**src/rtl/vending_pkg.sv**
```systemverilog
// Shared types and constants for the vending-machine sale controller.
package vending_pkg;

    localparam int AMT_W = 12;

    localparam logic [AMT_W-1:0] COIN_A = 12'd100;
    localparam logic [AMT_W-1:0] COIN_B = 12'd500;

    typedef enum logic [1:0] {
        IDLE   = 2'd0,
        ACCUM  = 2'd1,
        CHANGE = 2'd2
    } state_t;

endpackage

```
**src/rtl/vending_change_fsm_hold_timer.sv**
```systemverilog
// Loadable down-counter: done is high on the last of HOLD_CYCLES cycles after start.
module hold_timer #(
    parameter int HOLD_CYCLES = 50_000_000
) (
    input  logic clk,
    input  logic rst,
    input  logic start,
    output logic done
);

    localparam int CW = (HOLD_CYCLES > 1) ? $clog2(HOLD_CYCLES) : 1;
    localparam logic [CW-1:0] LOAD = CW'(HOLD_CYCLES - 1);

    logic [CW-1:0] cnt_q;
    logic          run_q;

    always_ff @(posedge clk or posedge rst) begin
        if (rst) begin
            cnt_q <= '0;
            run_q <= 1'b0;
        end else if (start) begin
            cnt_q <= LOAD;
            run_q <= 1'b1;
        end else if (run_q) begin
            if (cnt_q == '0) begin
                run_q <= 1'b0;
            end else begin
                cnt_q <= cnt_q - CW'(1);
            end
        end
    end

    assign done = run_q && (cnt_q == '0);

endmodule

```
**src/rtl/vending_change_fsm.sv**
```systemverilog
// Coin accumulation, purchase validation and change presentation for the vending machine.
module vending_change_fsm
    import vending_pkg::*;
#(
    parameter int PRICE0      = 300,
    parameter int PRICE1      = 500,
    parameter int PRICE2      = 800,
    parameter int PRICE3      = 1200,
    parameter int MAX_CREDIT  = 1500,
    parameter int HOLD_CYCLES = 50_000_000
) (
    input  logic             clk,
    input  logic             rst,
    input  logic             coin100,
    input  logic             coin500,
    input  logic [1:0]       sel,
    input  logic             buy,
    input  logic             cancel,
    output logic [AMT_W-1:0] credit,
    output logic [AMT_W-1:0] vuelto,
    output logic             vuelto_en,
    output logic             dispense,
    output logic             coin_reject,
    output logic             insufficient
);

    localparam logic [AMT_W-1:0] P0    = AMT_W'(PRICE0);
    localparam logic [AMT_W-1:0] P1    = AMT_W'(PRICE1);
    localparam logic [AMT_W-1:0] P2    = AMT_W'(PRICE2);
    localparam logic [AMT_W-1:0] P3    = AMT_W'(PRICE3);
    localparam logic [AMT_W:0]   LIMIT = (AMT_W+1)'(MAX_CREDIT);

    state_t           state_q;
    logic [AMT_W-1:0] credit_q;
    logic [AMT_W-1:0] vuelto_q;
    logic             vuelto_en_q;
    logic             dispense_q;
    logic             coin_reject_q;
    logic             insufficient_q;

    logic [AMT_W-1:0] price_d;
    logic [AMT_W-1:0] coin_val_d;
    logic [AMT_W:0]   credit_sum_d;
    logic             coin_any_d;
    logic             coin_bad_d;
    logic             cancel_ok_d;
    logic             buy_ok_d;
    logic             buy_fail_d;
    logic             start_d;
    logic             hold_done;

    always_comb begin
        unique case (sel)
            2'd0:    price_d = P0;
            2'd1:    price_d = P1;
            2'd2:    price_d = P2;
            default: price_d = P3;
        endcase
        coin_any_d   = coin100 | coin500;
        coin_val_d   = coin500 ? COIN_B : COIN_A;
        credit_sum_d = {1'b0, credit_q} + {1'b0, coin_val_d};
        // Two coins at once cannot be told apart reliably, so both go back.
        coin_bad_d   = (coin100 & coin500) | (credit_sum_d > LIMIT);
        cancel_ok_d  = cancel && (state_q == ACCUM);
        buy_ok_d     = !cancel_ok_d && buy && (state_q != CHANGE) && (credit_q >= price_d);
        buy_fail_d   = !cancel_ok_d && buy && (state_q != CHANGE) && (credit_q < price_d);
        start_d      = cancel_ok_d | buy_ok_d;
    end

    hold_timer #(
        .HOLD_CYCLES(HOLD_CYCLES)
    ) u_hold (
        .clk  (clk),
        .rst  (rst),
        .start(start_d),
        .done (hold_done)
    );

    always_ff @(posedge clk or posedge rst) begin
        if (rst) begin
            state_q        <= IDLE;
            credit_q       <= '0;
            vuelto_q       <= '0;
            vuelto_en_q    <= 1'b0;
            dispense_q     <= 1'b0;
            coin_reject_q  <= 1'b0;
            insufficient_q <= 1'b0;
        end else begin
            dispense_q     <= 1'b0;
            coin_reject_q  <= 1'b0;
            insufficient_q <= 1'b0;
            unique case (state_q)
                IDLE, ACCUM: begin
                    if (cancel_ok_d) begin
                        vuelto_q      <= credit_q;
                        vuelto_en_q   <= 1'b1;
                        credit_q      <= '0;
                        coin_reject_q <= coin_any_d;
                        state_q       <= CHANGE;
                    end else if (buy_ok_d) begin
                        dispense_q    <= 1'b1;
                        vuelto_q      <= credit_q - price_d;
                        vuelto_en_q   <= 1'b1;
                        credit_q      <= '0;
                        coin_reject_q <= coin_any_d;
                        state_q       <= CHANGE;
                    end else begin
                        insufficient_q <= buy_fail_d;
                        if (coin_any_d) begin
                            if (coin_bad_d) begin
                                coin_reject_q <= 1'b1;
                            end else begin
                                credit_q <= credit_sum_d[AMT_W-1:0];
                                state_q  <= ACCUM;
                            end
                        end
                    end
                end
                CHANGE: begin
                    coin_reject_q <= coin_any_d;
                    if (hold_done) begin
                        vuelto_q    <= '0;
                        vuelto_en_q <= 1'b0;
                        state_q     <= IDLE;
                    end
                end
                default: begin
                    state_q <= IDLE;
                end
            endcase
        end
    end

    assign credit       = credit_q;
    assign vuelto       = vuelto_q;
    assign vuelto_en    = vuelto_en_q;
    assign dispense     = dispense_q;
    assign coin_reject  = coin_reject_q;
    assign insufficient = insufficient_q;

endmodule

```
**config.mk**
```make
export PLATFORM = sky130hd
export DESIGN_NAME = vending_change_fsm
export DESIGN_NICKNAME = d
export VERILOG_FILES = /design/src/rtl/vending_pkg.sv /design/src/rtl/vending_change_fsm_hold_timer.sv /design/src/rtl/vending_change_fsm.sv
export SDC_FILE = /design/constraint.sdc
export NUM_CORES = 1
export LEC_CHECK = 0
export BUFFER_PORTS_ARGS = -buffer_cell sky130_fd_sc_hd__clkbuf_2
export CORE_MARGIN = 4
export CORE_UTILIZATION = 50
export DETAILED_ROUTE_END_ITERATION = 8
export GPL_ROUTABILITY_DRIVEN = 1
export PLACE_DENSITY = 0.69
export SLEW_MARGIN = 20
export SYNTH_ARGS = -nofsm -noshare
export SYNTH_HDL_FRONTEND = slang
export SYNTH_SLANG_ARGS = --single-unit
```
**constraint.sdc**
```tcl
create_clock -name clk -period 6.3 [get_ports clk]
set_clock_uncertainty 0.1 [all_clocks]
set_input_delay 1.89 -clock clk [delete_from_list [all_inputs] [get_ports clk]]
set_output_delay 1.89 -clock clk [all_outputs]
set_load 0.005 [all_outputs]
```
# Word-level counts from Yosys, hierarchy flattened

Index checks and enable logic that the tools add are counted.
Widths: inputs -> output; s select.

Equal/unequal tests: 11
$add $sub $neg: 3
Shift-type cells: 0
Bitwise logic cells: 4
Multiplexer cells: 37
Multiply operators: 0
Div/mod/pow operators: 0
Reduce and logical (&&, ||, !) cells: 18
Order comparisons: 3

Operators by type and width:

| cell                  | count |
|---|---|
| $mux 12               | 7 |
| $mux 26               | 3 |
| $pmux 11 s3           | 1 |
| $logic_not 26->1      | 1 |
| $sub 26x1->26 const B | 1 |
| $pmux 12 s2           | 1 |
| $mux 1                | 16 |
| $add 12x9->13         | 1 |
| $gt 13x11->1 const B  | 1 |
| $ge 12x12->1          | 1 |
| $lt 12x12->1          | 1 |
| $sub 12x12->12        | 1 |
| $mux 2                | 5 |
| $mux 9                | 1 |
| $reduce_and 3->1      | 3 |
| $ne 4x4->1 const B    | 2 |
| $logic_and 1x1->1     | 6 |
| $ne 2x2->1 const B    | 3 |
| $eq 2x1->1 const B    | 2 |
| $eq 2x2->1 const B    | 2 |
| $logic_not 2->1       | 2 |
| $pmux 1 s2            | 2 |
| $pmux 2 s2            | 1 |
| $reduce_bool 2->1     | 2 |
| 8 further kinds       | 10 |

Bits in read-only memories: 0
Bits in writable memories: 0
Bits of input ports: 8
Bits in latches: 0
Memories: 0
Output and inout bits: 28
Register bits after elaboration: 57
Word-level logic and storage cells: 85

# Depth between registers and ports, before layout

Depth in word-level cells: 9
Gate-level depth with buffers: 14
Mapped depth without buffers: 13

# Cells and area by module

Synthesis repeated with hierarchy kept, for this count alone.

Cell total of the unflattened synthesis: 359
Area total of the unflattened synthesis: 3419.5 um2

By module, submodules not included:

| module             | instances | area an instance (um2) | cells an instance | seq. area each (um2) |
|---|---|---|---|---|
| vending_change_fsm | 1         | 1874.3                 | 197               | 675.6 |
| hold_timer         | 1         | 1545.2                 | 162               | 675.6 |

# Least setup slack after synthesis

OpenSTA, ideal clock, no wires.

Path type: input to register
From: input sel[1]
To: register u_hold.cnt_q[0]
Data required time: 6.077 ns
Path slack: 1.834 ns
Library setup time: 0.123 ns
Arrival: 4.243 ns
Path buffers: 3
Stages: 12
Path through: inv_1 ha_1 inv_1 fa_1 a21oi_1 a211oi_2 o311ai_1 a21o_1 buf_2 buf_2 buf_2 nand2_1

Word-level cells in the longest chain between the ends: 7
Elaborated cells on any way between the ends: 11
Those cells by class: 1 x order compare; 3 x eq/ne; 2 x mux; 1 x bitwise; 4 x reduce/logical

RTL lines:

| item                                                                    | line                                | source |
|---|---|---|
| from (decl)                                                             | vending_change_fsm.sv:16            | `input logic [1:0] sel,` |
| $eq 2x2->1 (tied with other cells)                                      | vending_change_fsm.sv:53            | `unique case (sel)` |
| $pmux 11 s3 *                                                           | vending_change_fsm.sv:53            |  |
| $ge 12x12->1 *                                                          | vending_change_fsm.sv:65            | `buy_ok_d = !cancel_ok_d && buy && (state_q != CHANGE) && (credit_q >= price_d);` |
| $logic_and 1x1->1 *                                                     | vending_change_fsm.sv:65            |  |
| $or 1x1->1 *                                                            | vending_change_fsm.sv:67            | `start_d = cancel_ok_d \| buy_ok_d;` |
| $ne 2x2->1 (no source line) / $reduce_bool 2->1 (equally long branches) | n/a                                 |  |
| $reduce_and 2->1 (no source line)                                       | n/a                                 |  |
| to (signal assigned)                                                    | vending_change_fsm_hold_timer.sv:28 | `cnt_q <= cnt_q - CW'(1);` |
| to (decl)                                                               | vending_change_fsm_hold_timer.sv:14 | `logic [CW-1:0] cnt_q;` |

Mark *: on every way between the ends. The rest lies on a longest branch, timed or not.
A chain may end at the register's enable or synchronous reset.

# Worst setup path after layout

From: input sel[1]
To: register u_hold.cnt_q[17]

Same word-level chain as after synthesis.

==> metrics <==
run status=finished, final reports clean; antenna violations before repair=0; TritonCTS clock tree=built; Slew headroom=44.1%; FMAX=0.201 GHz; synth top area cells=dfrtp_1 39%, xnor2_1 7.3%, ha_1 5.4%, nand2_1 3.8%, nor2_1 3.5%; Routed WL=7680 um; layout cells sized above 1=17.0%; Synth Area in Compound Gates=19.7%; CTS Sinks=54; area grow syn2layout=8.95%; diode count=0; WP data required=6.42 ns; Critical Path End Type=flip-flop; remaining global-route overflow=0; Comb pwr share=47.7%; Final ANT Viol Nets=0; Die Span Y=91.3 um; Placer Congestion=0.881; Setup TNS=0 ns; Finished Cell Area=3780 um^2; HPWL Detailed=5550 um; GRT Overall Usage=19.3%; most frequent cell after synthesis=dfrtp_1; Synth Area in Simple Gates=22.4%; PwrDens=390 nW/um^2; DR iter-0 viols=97; Synth top area share=39.0%; Avg WL per Cell=16.4 um; routed vias/inst=5.97; mux share of post-synthesis cell area=0.866%; largest area contributor in the netlist=dfrtp_1; post-synthesis adder-cell area fraction=5.99%; FF+latch count, synth=54; clock root buffer=clkbuf_8; post-CTS setup repair buffer count=0; sequential fraction of the synthesis area=39.0%; Clock transition at path regs=0.10 ns; worst skew pair latency=0.31 ns; Leakage Power=1.59 nW; cts hold-fix bufs=0; worst hold slack=0.395 ns; # rows=30; Final Slew Violations=0; Int Pwr=862 uW; die width=91.3 um; Setup CP Type=input pin to flip-flop; Netlist cell types=72; share of flip-flops with an asynchronous set or reset=100%; # DRC=0; Nets=412; CTS buffer count=5; final count of hold timing violations=0; setup violators final=0; Starting Density=51.3%; number of flops mapped to enable cells by yosys=0; synth cell count leaders=54 x dfrtp_1, 35 x nand2_1, 32 x nor2_1, 29 x xnor2_1; CTS max path bufs=2; synthesized area per cell=9.63 um^2; P_sw=612 uW; CP arrival=5.10 ns; CP Launch Type=input pin; largest net degree at the start of global routing=55; cts repair resizes=0; Tcrit/Tclk final=79.1%; Max-Cap Viols=0; H-tree depth=2; IO Port Bufs=33; RSZ-0062 raised after global routing=no; synthesized area=3470 um^2; Crit Path Max Fanout=23; Syn Inst Count=360; Net Sw Frac=41.5%; largest family of logic cells by synthesized area=simple AND/OR/NAND/NOR gates; xor-xnor portion of the synthesized cell area=7.83%; min Tclk post-route=4.98 ns; part of the power in registers=36.2%; Core Box Area=6760 um^2; vias=2801; first-pass GRT wire length=13300 um; vias in the first global route=2763; Top FF cell, synth=dfrtp_1; clock share of power=16.1%; die area=8330 um^2; Power, Total=1.47 mW; VDD IR max=0.175 mV; worst hold path type=flip-flop to flip-flop; Ys Warns=0; First-pass DRT Iterations=4; Tightest Pin Transition=0.839 ns; placed cell areas=3660 um^2; num ports=36
## power by group through the flow
stage / sequential (mW) / clock [mW] / combinational [mW]
6_report: 0.533 / 0.237 / 0.703
2_1_floorplan: 0.505 / 0 / 0.538
5_1_grt: 0.546 / 0.259 / 0.790
4_1_cts: 0.533 / 0.245 / 0.705
3_3_place_gp: 0.540 / 0 / 0.693
3_5_place_dp: 0.540 / 0 / 0.700
## worst paths after layout
path                                  startpoint  slack, ns                            to  cells past startpoint
min reg2reg                vuelto[3]$_DFFE_PP0P_       0.39         vuelto[3]$_DFFE_PP0P_                      1
min in group asynchronous                    rst       1.64         credit[6]$_DFFE_PP0P_                      3
min                        vuelto[3]$_DFFE_PP0P_       0.39         vuelto[3]$_DFFE_PP0P_                      1
max in group asynchronous                    rst       4.03  u_hold.cnt_q[13]$_DFFE_PP0P_                      3
max                                       sel[1]       1.32  u_hold.cnt_q[17]$_DFFE_PP0P_                     12
max reg2reg                credit[2]$_DFFE_PP0P_       2.41  u_hold.cnt_q[17]$_DFFE_PP0P_                     11
## state kept, by name (all words and copies together), names as in the netlist
signal        count
state_q           2
u_hold.run_q      1
u_hold.cnt_q     26
vuelto_en         1
coin_reject       1
credit           10
vuelto           11
insufficient      1
dispense          1
## cells by family after synthesis
group	Yosys count
buf+inv	28
fa+ha+maj	16
other cells	1
flops	54
mux	3
compound gates	84
simple gates	143
xor+xnor	31
## critical path, cell delays in order
cell	delay [ns]
clkbuf_2	0.10
inv_1	0.09
ha_1	0.18
inv_1	0.05
fa_1	0.40
a21oi_1	0.34
a211oi_2	0.14
o311ai_1	0.47
a21o_1	0.74
a21oi_2	0.23
and3_1	0.25
o21ai_0	0.19
## layout by cell type, fill, tap and decap left out, drive strengths merged, types with 3 or more instances in the layout
cell / netlist / layout
nand3: 9 / 9
or3: 8 / 8
a21o: 6 / 6
nand2b: 4 / 4
nand2: 35 / 35
a211oi: 15 / 15
nor4: 6 / 6
inv: 12 / 12
nand4: 3 / 3
or2: 4 / 4
nor2: 33 / 33
nor3: 17 / 17
a22o: 4 / 4
o21ai: 9 / 9
mux2i: 3 / 3
clkbuf: 4 / 38
and2: 4 / 4
dfrtp: 54 / 54
ha: 15 / 15
nor2b: 6 / 6
a221o: 6 / 6
and3: 3 / 3
nor4b: 4 / 4
xnor2: 29 / 29
buf: 12 / 3
a31oi: 4 / 4
a21oi: 12 / 12
a2111oi: 6 / 6
## metrics by stage
step / worst slack, ns / cells / utilization (%)
2_1_floorplan: 1.83 / 361 / -
3_3_place_gp: 1.25 / 461 / 54.2
3_5_place_dp: 1.07 / 461 / 54.2
4_1_cts: 1.36 / 469 / 55.9
5_1_grt: 1.03 / 469 / 55.9
6_report: 1.32 / 469 / 55.9
## per-layer routing
metal | vias to the layer above | global-route usage (%) | part of all wire [%]
li1 | 1369 | - | -
met1 | 1352 | 25.2 | 46
met3 | 9 | 3.40 | 3.7
met5 | - | 0 | 0
met2 | 71 | 32.7 | 49
met4 | 0 | 5.65 | 1.5
## layout make-up
type / count / area, um^2
Fill cell: 605 / 2980
Multi-Input combinational cell: 279 / 1980
Sequential cell: 54 / 1350
Timing Repair Buffer: 36 / 188
Tap cell: 80 / 100
Clock buffer: 5 / 68.8
Clock inverter: 3 / 45.0
Inverter: 12 / 45.0
Note: power is estimated with default switching activity, not from simulation.
